--- config.mk ---
export PLATFORM = sky130hd
export DESIGN_NAME = mpi_eth_rx_parser_flat
export DESIGN_NICKNAME = d
export VERILOG_FILES = /design/src/rtl/mpi_eth_rx_parser_if.sv /design/src/rtl/mpi_eth_rx_parser.sv /design/src/flat_wrapper.sv
export SDC_FILE = /design/constraint.sdc
export NUM_CORES = 1
export LEC_CHECK = 0
export ABC_CLOCK_PERIOD_IN_PS = 4600
export CAP_MARGIN = 0
export CORE_ASPECT_RATIO = 2
export CORE_MARGIN = 2
export CORE_UTILIZATION = 41
export CTS_BUF_LIST = sky130_fd_sc_hd__clkbuf_8
export CTS_CLUSTER_DIAMETER = 40
export DETAILED_ROUTE_END_ITERATION = 8
export GPL_ROUTABILITY_DRIVEN = 0
export HOLD_SLACK_MARGIN = 0.06
export PLACE_DENSITY = 0.8
export SLEW_MARGIN = 20
export SYNTH_ARGS = -nofsm -noshare
export SYNTH_HDL_FRONTEND = slang
export SYNTH_SLANG_ARGS = --single-unit
--- constraint.sdc ---
create_clock -name clk -period 4.6 [get_ports clk]
set_input_delay 0.92 -clock clk [delete_from_list [all_inputs] [get_ports clk]]
set_output_delay 0.92 -clock clk [all_outputs]
set_load 0.1 [all_outputs]
--- src/rtl/mpi_eth_rx_parser_if.sv ---
// ============================================================================
//  Module      : mpi_eth_rx_parser_if
//  Description : AXI-stream bundle (64-bit data, byte keep, last, valid/ready)
//                used for the input and output streams of mpi_eth_rx_parser.
//                master drives DATA/KEEP/LAST/VALID and samples READY;
//                slave samples DATA/KEEP/LAST/VALID and drives READY.
//  Revision    : 1.0  initial release
// ============================================================================
`default_nettype none

interface mpi_eth_rx_parser_if;
  logic [63:0] DATA;
  logic [7:0]  KEEP;
  logic        LAST;
  logic        VALID;
  logic        READY;

  modport master (output DATA, output KEEP, output LAST, output VALID, input READY);
  modport slave  (input DATA, input KEEP, input LAST, input VALID, output READY);
endinterface

`default_nettype wire

--- src/rtl/mpi_eth_rx_parser.sv ---
// ============================================================================
//  Module      : mpi_eth_rx_parser
//  Description : Strips a 3-beat Ethernet/MPI header from an AXI stream,
//                presents the parsed fields with a valid/ready handshake and
//                forwards the payload beats unchanged. Flags truncated headers
//                and payload byte counts that disagree with the size field.
//  Ports       : clk, aresetn (async, active-low)
//                stream_in  (slave)  - header + payload input stream
//                stream_out (master) - payload-only output stream
//                mac_dst/mac_src/dst_rank/src_rank/packet_type/size/tag
//                hdr_valid / hdr_ready - parsed field handshake
//                err_trunc / err_len   - single-cycle error pulses
//  Revision    : 1.0  initial release
// ============================================================================
`default_nettype none

module mpi_eth_rx_parser #(
  parameter int HDR_BEATS = 3
) (
  input  logic                       clk,
  input  logic                       aresetn,
  mpi_eth_rx_parser_if.slave         stream_in,
  mpi_eth_rx_parser_if.master        stream_out,
  output logic [47:0]                mac_dst,
  output logic [47:0]                mac_src,
  output logic [15:0]                dst_rank,
  output logic [7:0]                 src_rank,
  output logic [7:0]                 packet_type,
  output logic [31:0]                size,
  output logic [7:0]                 tag,
  output logic                       hdr_valid,
  input  logic                       hdr_ready,
  output logic                       err_trunc,
  output logic                       err_len
);

  localparam logic [2:0] c_st_hdr0    = 3'd0;
  localparam logic [2:0] c_st_hdr1    = 3'd1;
  // Final header beat; with the supported HDR_BEATS of 3 this encodes to 2.
  localparam logic [2:0] c_st_hdr2    = 3'(HDR_BEATS - 1);
  localparam logic [2:0] c_st_payload = 3'd3;
  localparam logic [2:0] c_st_drop    = 3'd4;

  localparam logic [7:0] c_type_reserved = 8'hFF;

  logic [2:0]  state_q,       state_d;
  logic [47:0] mac_dst_q,     mac_dst_d;
  logic [47:0] mac_src_q,     mac_src_d;
  logic [15:0] dst_rank_q,    dst_rank_d;
  logic [7:0]  src_rank_q,    src_rank_d;
  logic [7:0]  packet_type_q, packet_type_d;
  logic [31:0] size_q,        size_d;
  logic [7:0]  tag_q,         tag_d;
  logic        hdr_valid_q,   hdr_valid_d;
  logic        err_trunc_q,   err_trunc_d;
  logic        err_len_q,     err_len_d;
  logic [31:0] byte_cnt_q,    byte_cnt_d;

  logic        reserved;
  logic        in_ready;
  logic        in_accept;
  logic [31:0] beat_bytes;
  logic [31:0] byte_sum;

  // A reserved-type packet spends one cycle in PAYLOAD with both streams
  // closed, then DROP swallows the payload; no reserved beat ever leaks out.
  assign reserved = (packet_type_q == c_type_reserved);

  always_comb begin
    in_ready = 1'b0;
    case (state_q)
      c_st_hdr0:    in_ready = !(hdr_valid_q && !hdr_ready);
      c_st_hdr1,
      c_st_hdr2,
      c_st_drop:    in_ready = 1'b1;
      c_st_payload: in_ready = !reserved && stream_out.READY;
      default:      in_ready = 1'b0;
    endcase
  end

  // READY is forced low while reset is asserted, independent of the clock.
  assign stream_in.READY  = in_ready && aresetn;
  assign in_accept        = stream_in.VALID && stream_in.READY;

  assign stream_out.VALID = (state_q == c_st_payload) && !reserved && stream_in.VALID;
  assign stream_out.DATA  = stream_in.DATA;
  assign stream_out.KEEP  = stream_in.KEEP;
  assign stream_out.LAST  = stream_in.LAST;

  assign beat_bytes = 32'($countones(stream_in.KEEP));
  assign byte_sum   = byte_cnt_q + beat_bytes;

  always_comb begin
    state_d       = state_q;
    mac_dst_d     = mac_dst_q;
    mac_src_d     = mac_src_q;
    dst_rank_d    = dst_rank_q;
    src_rank_d    = src_rank_q;
    packet_type_d = packet_type_q;
    size_d        = size_q;
    tag_d         = tag_q;
    byte_cnt_d    = byte_cnt_q;
    err_trunc_d   = 1'b0;
    err_len_d     = 1'b0;
    hdr_valid_d   = hdr_valid_q && !hdr_ready;

    case (state_q)
      c_st_hdr0: begin
        if (in_accept) begin
          mac_dst_d        = stream_in.DATA[47:0];
          mac_src_d[15:0]  = stream_in.DATA[63:48];
          if (stream_in.LAST) begin
            err_trunc_d = 1'b1;
          end else begin
            state_d = c_st_hdr1;
          end
        end
      end
      c_st_hdr1: begin
        if (in_accept) begin
          mac_src_d[47:16] = stream_in.DATA[31:0];
          dst_rank_d       = stream_in.DATA[47:32];
          src_rank_d       = stream_in.DATA[55:48];
          packet_type_d    = stream_in.DATA[63:56];
          if (stream_in.LAST) begin
            err_trunc_d = 1'b1;
            state_d     = c_st_hdr0;
          end else begin
            state_d = c_st_hdr2;
          end
        end
      end
      c_st_hdr2: begin
        if (in_accept) begin
          size_d      = stream_in.DATA[31:0];
          tag_d       = stream_in.DATA[39:32];
          hdr_valid_d = 1'b1;
          byte_cnt_d  = 32'd0;
          if (stream_in.LAST) begin
            // Header-only packet: any non-zero size is a length error.
            err_len_d = (stream_in.DATA[31:0] != 32'd0);
            state_d   = c_st_hdr0;
          end else begin
            state_d = c_st_payload;
          end
        end
      end
      c_st_payload: begin
        if (reserved) begin
          state_d = c_st_drop;
        end else if (in_accept) begin
          byte_cnt_d = byte_sum;
          if (stream_in.LAST) begin
            err_len_d = (byte_sum != size_q);
            state_d   = c_st_hdr0;
          end
        end
      end
      c_st_drop: begin
        if (in_accept && stream_in.LAST) begin
          state_d = c_st_hdr0;
        end
      end
      default: state_d = c_st_hdr0;
    endcase
  end

  always_ff @(posedge clk or negedge aresetn) begin
    if (!aresetn) begin
      state_q       <= c_st_hdr0;
      mac_dst_q     <= '0;
      mac_src_q     <= '0;
      dst_rank_q    <= '0;
      src_rank_q    <= '0;
      packet_type_q <= '0;
      size_q        <= '0;
      tag_q         <= '0;
      hdr_valid_q   <= 1'b0;
      err_trunc_q   <= 1'b0;
      err_len_q     <= 1'b0;
      byte_cnt_q    <= '0;
    end else begin
      state_q       <= state_d;
      mac_dst_q     <= mac_dst_d;
      mac_src_q     <= mac_src_d;
      dst_rank_q    <= dst_rank_d;
      src_rank_q    <= src_rank_d;
      packet_type_q <= packet_type_d;
      size_q        <= size_d;
      tag_q         <= tag_d;
      hdr_valid_q   <= hdr_valid_d;
      err_trunc_q   <= err_trunc_d;
      err_len_q     <= err_len_d;
      byte_cnt_q    <= byte_cnt_d;
    end
  end

  assign mac_dst     = mac_dst_q;
  assign mac_src     = mac_src_q;
  assign dst_rank    = dst_rank_q;
  assign src_rank    = src_rank_q;
  assign packet_type = packet_type_q;
  assign size        = size_q;
  assign tag         = tag_q;
  assign hdr_valid   = hdr_valid_q;
  assign err_trunc   = err_trunc_q;
  assign err_len     = err_len_q;

endmodule

`default_nettype wire

--- src/flat_wrapper.sv ---
// flat-port wrapper written by rule: the top's interface ports become plain ports
module mpi_eth_rx_parser_flat 
#(
  parameter int HDR_BEATS = 3
)
  (clk, aresetn, mac_dst, mac_src, dst_rank, src_rank, packet_type, size, tag, hdr_valid, hdr_ready, err_trunc, err_len, stream_in_DATA, stream_in_KEEP, stream_in_LAST, stream_in_VALID, stream_in_READY, stream_out_DATA, stream_out_KEEP, stream_out_LAST, stream_out_VALID, stream_out_READY);
  mpi_eth_rx_parser_if stream_in_i ();
  mpi_eth_rx_parser_if stream_out_i ();
  input  logic clk;
  input  logic aresetn;
  output logic [47:0] mac_dst;
  output logic [47:0] mac_src;
  output logic [15:0] dst_rank;
  output logic [7:0] src_rank;
  output logic [7:0] packet_type;
  output logic [31:0] size;
  output logic [7:0] tag;
  output logic hdr_valid;
  input  logic hdr_ready;
  output logic err_trunc;
  output logic err_len;
  input wire logic [$bits(stream_in_i.DATA)-1:0] stream_in_DATA;
  input wire logic [$bits(stream_in_i.KEEP)-1:0] stream_in_KEEP;
  input wire logic [$bits(stream_in_i.LAST)-1:0] stream_in_LAST;
  input wire logic [$bits(stream_in_i.VALID)-1:0] stream_in_VALID;
  output wire logic [$bits(stream_in_i.READY)-1:0] stream_in_READY;
  output wire logic [$bits(stream_out_i.DATA)-1:0] stream_out_DATA;
  output wire logic [$bits(stream_out_i.KEEP)-1:0] stream_out_KEEP;
  output wire logic [$bits(stream_out_i.LAST)-1:0] stream_out_LAST;
  output wire logic [$bits(stream_out_i.VALID)-1:0] stream_out_VALID;
  input wire logic [$bits(stream_out_i.READY)-1:0] stream_out_READY;
  assign stream_in_i.DATA = stream_in_DATA;
  assign stream_in_i.KEEP = stream_in_KEEP;
  assign stream_in_i.LAST = stream_in_LAST;
  assign stream_in_i.VALID = stream_in_VALID;
  assign stream_in_READY = stream_in_i.READY;
  assign stream_out_DATA = stream_out_i.DATA;
  assign stream_out_KEEP = stream_out_i.KEEP;
  assign stream_out_LAST = stream_out_i.LAST;
  assign stream_out_VALID = stream_out_i.VALID;
  assign stream_out_i.READY = stream_out_READY;
  mpi_eth_rx_parser #(.HDR_BEATS(HDR_BEATS)) u_core (.clk(clk), .aresetn(aresetn), .stream_in(stream_in_i), .stream_out(stream_out_i), .mac_dst(mac_dst), .mac_src(mac_src), .dst_rank(dst_rank), .src_rank(src_rank), .packet_type(packet_type), .size(size), .tag(tag), .hdr_valid(hdr_valid), .hdr_ready(hdr_ready), .err_trunc(err_trunc), .err_len(err_len));
endmodule
==> results.toml <==
[die]
core_um2 = 24400
dieArea_um2 = 26300
io-pin-count = 324
die_y_um = 227
rows = 81
die_w_um = 116
initial_core_util = 0.418

[worst_setup_path]
r2r_cells = 15
regToRegEndpoint = "u_core.err_len"
critPathLaunchType = "input pin"
crit_arrival_ps = 4960
crit_end = "u_core.err_len"
worst_setup_path_end_kind = "flop"
max_stage_delay_ps = 570
cp_slowest_cell = "fa_1"
crit_type = "in -> reg"
cp_num_buf_inv = 4
regToRegSetupSlack_ps = 900
cp.depth = 16
critPathTopFamily = "adder cells"
r2r-start = "u_core.byte_cnt_q[1]"
worstSetupStartpoint = "stream_in_KEEP[2]"
crit_chain = "buf_2 -> ha_4 -> inv_2 -> fa_1 -> fa_1 -> fa_2 -> inv_2 -> fa_2 -> xor2_1 -> a2111oi_2 -> buf_4 -> nand2_1 -> a2111o_1 -> or4_4 -> nor4_2 -> a31oi_1"
path_max_fanout = 2
required_ps = 5060

[global_route]
busiest_layer = "met2"
grtUsageTotal = 0.239
grt_pass1_vias = 8485
antenna_found_initial = 0
grt_use_met2 = 0.426
grt_max_degree = 66
grt_pass1_wl_um = 48000
use_met1 = 0.265
overflow = 0
met3_usage = 0.0421

[status]
outcome = "complete, no violations"

[yosys]
synth_top_family_by_area = "multiplexers"
synthesis.instances = 927
synth-warning-count = 0
synth_edf_count = 0
synth_ff_type = "dfrtp_1"
syn_avg_cell_area_um2 = 11.0
yosys.area_share.simple = 0.131
seq_area_frac_synth = 0.505
synth_compound_area_frac = 0.0730
synthMuxAreaShare = 0.145
syn-num-nets = 1019
synth_xor_area_frac = 0.0426
synthAdderAreaFrac = 0.0225
synth-seq-cells = 206
syn_area_um2 = 10200
synth.distinct_cells = 59
synthArstFlopShare = 1.00

[timing]
maxSlewHeadroom = 0.297
slew_violations = 0
fmax_ghz = 0.222
rsz0062_at_grt = "false"
hold_slack_ps = 268
setup_violations = 0
hold_viol = 0
post-route-period-util = 0.980
worstMarginPinSlew_ps = 1050
clock_skew_ps = 15.0
min_period_ps = 4510

[detailed_routing]
routedWlPerCell_um = 20.3
firstDrtPassIters = 5
antenna_left = 0
finalWirelength_um = 32000
via_per_inst = 5.27
dr_total_vias = 8329
drcViolationCount = 0
initialDrtViolationCount = 308

[cts]
clk_latency_ps = 580
clk_path_buf_depth = 3
numCtsBuffers = 30
clkTransAtPathRegs_ps = 70
cts_tree = "done"
ctsHoldBuffers = 0
cts_root_buf = "clkbuf_8"
htreeDepth = 1
cts.sinks = 206

[finish]
drive_gt1_frac = 0.279
diodes = 0
area_growth_syn_to_layout_pct = 38.3
final_common_cell = "clkdlybuf4s50_1"
layout_common_cells = "clkdlybuf4s50_1 (241), dfrtp_1 (206), nand2_1 (150)"
fin_nets = 1316

[place]
port_buffers = 323
dp_hpwl_um = 23300

[job]
maxCapViolCount = 0

[hold_path]
min_path_type = "in -> async"
-- stage by stage --
step / TNS, ps / cells / utilization / cell area [um^2] / worst slack [ps]
final: 0 / 1579 / 0.578 / 14100 / 92.5
after CTS: 0 / 1577 / 0.577 / 14100 / 19.8
after global routing: 0 / 1579 / 0.578 / 14100 / 6.52
after global placement: -4150 / 1519 / 0.547 / 13400 / -942
after detailed placement: -5300 / 1519 / 0.547 / 13400 / -993
after floorplan: -157 / 927 / - / 10200 / -157
-- worst min path at each step --
stage | startpoint | end | slack [ps] | cells after the start
finish | aresetn | u_core.size[28] | 270 | 1
global route | aresetn | u_core.size[28] | 280 | 1
CTS | aresetn | u_core.size[28] | 250 | 1
detailed placement | u_core.tag[0] | u_core.tag[0] | 460 | 2
global placement | u_core.tag[4] | u_core.tag[4] | 460 | 2
floorplan | u_core.byte_cnt_q[0] | u_core.byte_cnt_q[0] | 450 | 2
-- repair_timing --
action                                  4_1_cts  5_1_grt
cloned                                        0        0
gates resized for setup                      38        2
endpoints found under the setup margin        2        1
setup buffers                                 3        2
pin swaps                                    18        6
-- cells in the mapped netlist (3+ instances only) --
cell type	count	area, um^2
nand2_1	151	567
and2_1	6	37.5
o31ai_1	21	158
clkbuf_1	28	105
or4_1	5	37.5
and3_1	15	93.8
ha_1	8	100
buf_2	13	65.1
o21ai_0	43	215
buf_4	75	563
a21oi_1	11	55.1
xor2_1	10	87.6
dfrtp_1	206	5150
o2111ai_1	5	43.8
o41ai_1	5	43.8
mux2_2	128	1440
o211ai_1	4	30.0
a31oi_1	6	37.5
nand2b_1	3	18.8
fa_1	6	120
a21o_1	3	22.5
inv_1	18	67.6
nor3_1	8	40.0
mux2i_1	4	40.0
nor2_1	30	113
nand4_1	14	87.6
and4_1	6	52.6
nand3_1	13	65.1
xnor2_1	37	324
nor4_1	10	62.6
-- worst register-to-register path, delay by kind of cell (launching register included) --
| kind | cells | cell delay, ps |
|---|---|---|
| compound gates | 2 | 460 |
| buf+inv | 4 | 440 |
| fa+ha+maj | 3 | 1140 |
| xor+xnor | 1 | 150 |
| flops | 1 | 350 |
| simple gates | 5 | 1050 |
-- layout make-up --
class                   instances  area, um^2
clock buffers                  36         495
clock inverters                19         160
fillers                      2029       10300
multi-input cells             584        4340
repair buffers                384        3490
inverters                      18        67.6
well taps                     332         415
flip-flops and latches        206        5150
-- per-layer routing --
metal	wire length [um]	part of all wire
met2	17400	0.54
met5	0	0
met4	1800	0.056
met1	11000	0.34
met3	1850	0.058
-- registers in the layout (all words and copies together), names as in the netlist, 3 cells and up --
name                cells
u_core.packet_type      8
u_core.byte_cnt_q      32
u_core.tag              8
u_core.state_q          3
u_core.src_rank         8
u_core.size            32
u_core.mac_dst         48
u_core.mac_src         48
u_core.dst_rank        16
-- cells by family after synthesis --
group	Yosys count
flops	206
compound gates	113
simple gates	276
fa+ha+maj	15
xor+xnor	48
mux	132
buf+inv	137
Power is left out: the tool's default activity adds up to more than one toggle a clock period on the data nets, which glitch-free logic cannot reach.
